===== src/rtl/trap_ctrl_pkg.sv =====
// Shared definitions for the trap/redirect sequencer: cause codes, state
// encodings and the mtvec alignment helper.
package trap_ctrl_pkg;

  localparam logic [31:0] CAUSE_ILLEGAL = 32'd2;
  localparam logic [31:0] CAUSE_EBREAK  = 32'd3;
  localparam logic [31:0] CAUSE_ECALL_M = 32'd11;
  localparam logic [31:0] CAUSE_IRQ_EXT = 32'h8000_000B;

  typedef enum logic [1:0] {
    ST_RUN  = 2'd0,
    ST_SAVE = 2'd1,
    ST_VEC  = 2'd2,
    ST_RET  = 2'd3
  } trap_state_e;

  // Clears the low 'bits' bits of an address (direct-mode vector base).
  function automatic logic [31:0] align_down(input logic [31:0] addr,
                                             input int unsigned bits);
    logic [31:0] mask;
    mask = ~((32'd1 << bits) - 32'd1);
    return addr & mask;
  endfunction

endpackage


===== src/rtl/trap_ctrl.sv =====
// Pipeline sequencer for synchronous traps, external interrupts, mret and
// taken jumps; drives flush/kill, CSR writes and a single PC redirect.
module trap_ctrl
  import trap_ctrl_pkg::*;
#(
  parameter logic [31:0] BUBBLE_PC   = 32'hffff_ffff,
  parameter int unsigned MTVEC_ALIGN = 2
) (
  input  logic        clk,
  input  logic        rst_n,
  input  logic [31:0] ex__pc,
  input  logic        ex__ins_illegal,
  input  logic        ex__ecall,
  input  logic        ex__ebreak,
  input  logic        ex__trap_return,
  input  logic        ex__jump_taken,
  input  logic [31:0] ex__jump_target,
  input  logic        irq,
  input  logic        csr_mie,
  input  logic [31:0] csr_mtvec,
  input  logic [31:0] csr_mepc,
  output logic        pipe_flush,
  output logic        ex_kill,
  output logic        pc_redirect,
  output logic [31:0] pc_target,
  output logic        mepc_wen,
  output logic [31:0] mepc_wdata,
  output logic        mcause_wen,
  output logic [31:0] mcause_wdata,
  output logic        trap_enter,
  output logic        trap_exit,
  output logic        busy,
  output trap_state_e state_dbg
);

  trap_state_e state_q, state_d;
  logic [31:0] saved_pc_q, saved_pc_d;
  logic [31:0] saved_cause_q, saved_cause_d;

  logic ev_valid;
  logic take_trap;
  logic [31:0] trap_cause;

  assign ev_valid  = (ex__pc != BUBBLE_PC);
  assign state_dbg = state_q;

  // Trap selection in priority order; irq only counts when nothing synchronous is pending.
  always_comb begin
    take_trap  = 1'b0;
    trap_cause = 32'd0;
    if (ev_valid) begin
      if (ex__ins_illegal) begin
        take_trap  = 1'b1;
        trap_cause = CAUSE_ILLEGAL;
      end else if (ex__ebreak) begin
        take_trap  = 1'b1;
        trap_cause = CAUSE_EBREAK;
      end else if (ex__ecall) begin
        take_trap  = 1'b1;
        trap_cause = CAUSE_ECALL_M;
      end else if (!ex__trap_return && !ex__jump_taken && irq && csr_mie) begin
        take_trap  = 1'b1;
        trap_cause = CAUSE_IRQ_EXT;
      end
    end
  end

  always_comb begin
    state_d       = state_q;
    saved_pc_d    = saved_pc_q;
    saved_cause_d = saved_cause_q;
    pipe_flush    = 1'b0;
    ex_kill       = 1'b0;
    pc_redirect   = 1'b0;
    pc_target     = 32'd0;
    mepc_wen      = 1'b0;
    mepc_wdata    = 32'd0;
    mcause_wen    = 1'b0;
    mcause_wdata  = 32'd0;
    trap_enter    = 1'b0;
    trap_exit     = 1'b0;
    busy          = 1'b0;

    // While reset is held every output stays low, whatever EX presents.
    if (rst_n) begin
      busy = (state_q != ST_RUN);
      unique case (state_q)
        ST_RUN: begin
          if (take_trap) begin
            pipe_flush    = 1'b1;
            ex_kill       = 1'b1;
            saved_pc_d    = ex__pc;
            saved_cause_d = trap_cause;
            state_d       = ST_SAVE;
          end else if (ev_valid && ex__trap_return) begin
            pipe_flush = 1'b1;
            state_d    = ST_RET;
          end else if (ev_valid && ex__jump_taken) begin
            pipe_flush  = 1'b1;
            pc_redirect = 1'b1;
            pc_target   = ex__jump_target;
          end
        end
        ST_SAVE: begin
          mepc_wen     = 1'b1;
          mepc_wdata   = saved_pc_q;
          mcause_wen   = 1'b1;
          mcause_wdata = saved_cause_q;
          trap_enter   = 1'b1;
          pipe_flush   = 1'b1;
          state_d      = ST_VEC;
        end
        ST_VEC: begin
          pc_redirect = 1'b1;
          pc_target   = align_down(csr_mtvec, MTVEC_ALIGN);
          pipe_flush  = 1'b1;
          state_d     = ST_RUN;
        end
        ST_RET: begin
          // csr_mepc is read here, not at the mret, so a just-retired csrw mepc is seen.
          trap_exit   = 1'b1;
          pc_redirect = 1'b1;
          pc_target   = csr_mepc;
          pipe_flush  = 1'b1;
          state_d     = ST_RUN;
        end
        default: state_d = ST_RUN;
      endcase
    end
  end

  always_ff @(posedge clk or negedge rst_n) begin
    if (!rst_n) begin
      state_q       <= ST_RUN;
      saved_pc_q    <= 32'd0;
      saved_cause_q <= 32'd0;
    end else begin
      state_q       <= state_d;
      saved_pc_q    <= saved_pc_d;
      saved_cause_q <= saved_cause_d;
    end
  end

endmodule


===== config.mk =====
export PLATFORM = sky130hd
export DESIGN_NAME = trap_ctrl
export DESIGN_NICKNAME = d
export VERILOG_FILES = /design/src/rtl/trap_ctrl_pkg.sv /design/src/rtl/trap_ctrl.sv
export SDC_FILE = /design/constraint.sdc
export NUM_CORES = 1
export LEC_CHECK = 0
export ABC_CLOCK_PERIOD_IN_PS = 1840
export BUFFER_PORTS_ARGS = -buffer_cell sky130_fd_sc_hd__buf_2
export CORE_ASPECT_RATIO = 1.25
export CORE_MARGIN = 4
export CORE_UTILIZATION = 35
export CTS_CLUSTER_SIZE = 16
export DETAILED_ROUTE_END_ITERATION = 8
export GPL_ROUTABILITY_DRIVEN = 0
export HOLD_SLACK_MARGIN = 0.1
export PLACE_DENSITY_LB_ADDON = 0.25
export SLEW_MARGIN = 20
export SYNTH_ARGS = -nofsm -noshare
export SYNTH_HDL_FRONTEND = slang
export SYNTH_SLANG_ARGS = --single-unit

===== constraint.sdc =====
create_clock -name clk -period 1.84 [get_ports clk]
set_input_delay 0.276 -clock clk [delete_from_list [all_inputs] [get_ports clk]]
set_output_delay 0.276 -clock clk [all_outputs]
set_load 0.005 [all_outputs]

==> qor.csv <==
metric,value,unit
fraction of the yosys area taken by sequential cells,33.58,%
Critical Path End Type,output port,
fin crit share,108.9,%
Mapped Cells,258,
Critical path origin,state_dbg[0],
storage element area,952.2,µm²
#FFs+latches synth,38,
Placed Cells incl. Taps,576,
Layout Nets,658,
Initial DRC Count,112,
CP Launch Type,flop,
H-Tree Depth,2,
global route total overflow,0,
post-synth top area cell,dfrtp_1,
Required @ worst endpoint,1560,ps
WL/cell,17.92,µm
initial antenna violation count,0,
RSZ-0062 raised after global routing,true,
Netlist cell types,35,
via density per instance,4.833,
Leakage,2.614,nW
Mapped Area,0.002831,mm²
pwr dens,1009,mW/mm²
number of global-route vias before repair,2823,
Yosys warning total,0,
Post-synth top cells,"dfrtp_1, and2_1, buf_4, mux2i_1, o2bb2ai_1",
final core area utilization,62.21,%
Die W,88.45,µm
CP Cell Sequence,nor2_4 > nand2_4 > a211oi_4 > buf_6 > clkbuf_16 > o2bb2ai_1 > buf_2,
endpoints failing hold,0,
Tmin final,2004,ps
core outline area,0.007838,mm²
"Max stage delay cell, worst path",dfrtp_2,
maximum VDD drop,0.9167,mV
clock root buffer,clkbuf_8,
multi-input logic area,0.001784,mm²
Worst Path Max Fanout,8,
starting density of the core,36.13,%
status,finished with violations,
Final ANT Viol Nets,0,
Crit path largest cell delay,430,ps
Final Setup Violations,85,
Die H,108.6,µm
violated checks,negative setup slack,
Initial DRT Pass Iterations,4,
Clock Skew,9.196,ps
largest net degree at the start of global routing,34,
hold crit path type,input pin to asynchronous set/reset pin,
# Max-Cap Violations,0,
"Arr. time, crit path",1730,ps
fill count,678,
share of post-route cells with drive strength above 1,63.79,%
Placement Setup Slack,-166.9,ps
die area,0.009602,mm²
std cell rows,36,
top post-synthesis cells by area,"dfrtp_1, mux2_4, mux2i_1, o2bb2ai_1, and2_1",
Final Power,4.922,mW
CTS tree,done,
main flop type after synthesis,dfrtp_1,
global-route wire length before repair,15120,µm
Synth top area share,33.58,%
worst-skew pair later-pin latency,290,ps
asr flop ratio synth,100.0,%
DP HPWL,8158,µm
cts bufs inserted,5,
final wirelength,11060,µm
largest buffer count on any clock path,2,
vias,2982,
total track usage,20.81,%
diode count,0,
WS Path Type,flop to output port,
clock sinks,38,
Syn-to-layout area delta,72.21,%
most common cell in the netlist,dfrtp_1,
syn avg cell area,10.97,µm²
Worst-path clk slew,80,ps
DRC Markers,0,
Post-synth EDFFs,0,
PortBufs,212,
"non-filler cells, final",617,
f_max,499.1,MHz
"Worst Setup Slack, final",-163.5,ps
Crit Reg-Reg Startpoint,state_dbg[0],
io pins,243,
Pins Over Slew Limit,0,
## sequential cells by signal, summed over array words and instances, names as in the netlist
signal	flops
saved_pc_q	32
saved_cause_q	4
state_dbg	2
## timing repair
action | 4_1_cts | 5_1_grt
hold buffers | 1 | 0
hold endpoints to repair | 5 | 0
pin swaps | 13 | 6
cloned | 5 | 2
endpoints found under the setup margin | 74 | 81
setup buffers | 11 | 15
resized for setup | 31 | 32
## worst max-delay path: cells and delay by family, from the launching register on
kind                   cells  cell delay [ps]
flip-flops                 1              430
AO/OA/AOI/OAI              2              330
AND/OR/NAND/NOR            2              230
buffers and inverters      3              450
## stage by stage
step                      TNS (ps)  hold WS (ps)  cell area, µm²
after detailed placement     -6243         253.1            4123
after global routing        -15180         150.5            4876
after floorplan                  0        -19.59            2935
final                        -8370         125.1            4876
after CTS                    -6825         111.2            4631
after global placement       -6098         239.9            4123
## layout make-up
class | instances | share of cell area, %
clock inverter | 2 | 1.232
tap | 95 | 2.438
multi-input combinational | 199 | 36.59
timing repair buffer | 276 | 38.44
inverter | 1 | 0.07698
sequential | 38 | 19.53
clock buffer | 6 | 1.694
## cell families after synthesis
| kind of cell | Yosys count | synth area share [%] |
|---|---|---|
| other | 1 | 0.1324 |
| AOI/OAI and AO/OA | 46 | 14.18 |
| buffers and inverters | 48 | 11.31 |
| DFF | 38 | 33.58 |
| and+or+nand+nor | 62 | 14.41 |
| muxes | 63 | 26.38 |
## path summary, 6_finish.rpt
path / to / slack, ps / cells past startpoint
min in group clk: saved_pc_q[6] / 210 / 2
setup / recovery: pc_target[24] / -160 / 7
max in group asynchronous: state_dbg[0] / 970 / 3
hold reg to reg: saved_cause_q[1] / 470 / 1
setup reg to reg: saved_pc_q[20] / -70 / 8
hold / removal: saved_pc_q[25] / 130 / 2
## layout by cell type, fill, tap and decap left out, types with 2 or more instances in the layout
cell type	netlist	layout
buf_2	4	196
dfrtp_1	38	37
o2bb2ai_1	30	26
a2bb2oi_1	3	2
or2_2	2	2
buf_12	0	6
buf_8	0	2
clkbuf_16	0	2
a22o_1	3	3
nand2_1	4	2
buf_6	3	28
mux2_2	7	3
nand4_1	8	8
o2bb2ai_2	0	4
conb_1	1	28
buf_4	30	38
mux2i_1	30	30
mux2_1	6	2
bufinv_16	0	2
and2_1	36	36
clkbuf_8	0	6
a21oi_1	3	3
nor4_4	2	3
mux2_4	20	28
buf_16	0	3
nor2_1	3	2
## power by group
part	internal, mW	total [mW]	leakage (nW)	switching, mW
sequential	1.25	1.47	0.442	0.224
clock	0.579	0.880	0.0714	0.302
combinational	1.57	2.57	2.10	0.999
total	3.40	4.92	2.61	1.53
## layer usage
layer	track usage, %	vias up	wire length [µm]
met2	36.68	150	5699
li1	-	1414	-
met5	0	-	0
met4	3.240	0	121
met3	7.317	11	1256
met1	24.58	1407	3978
Power figures use the tool's default switching activity.
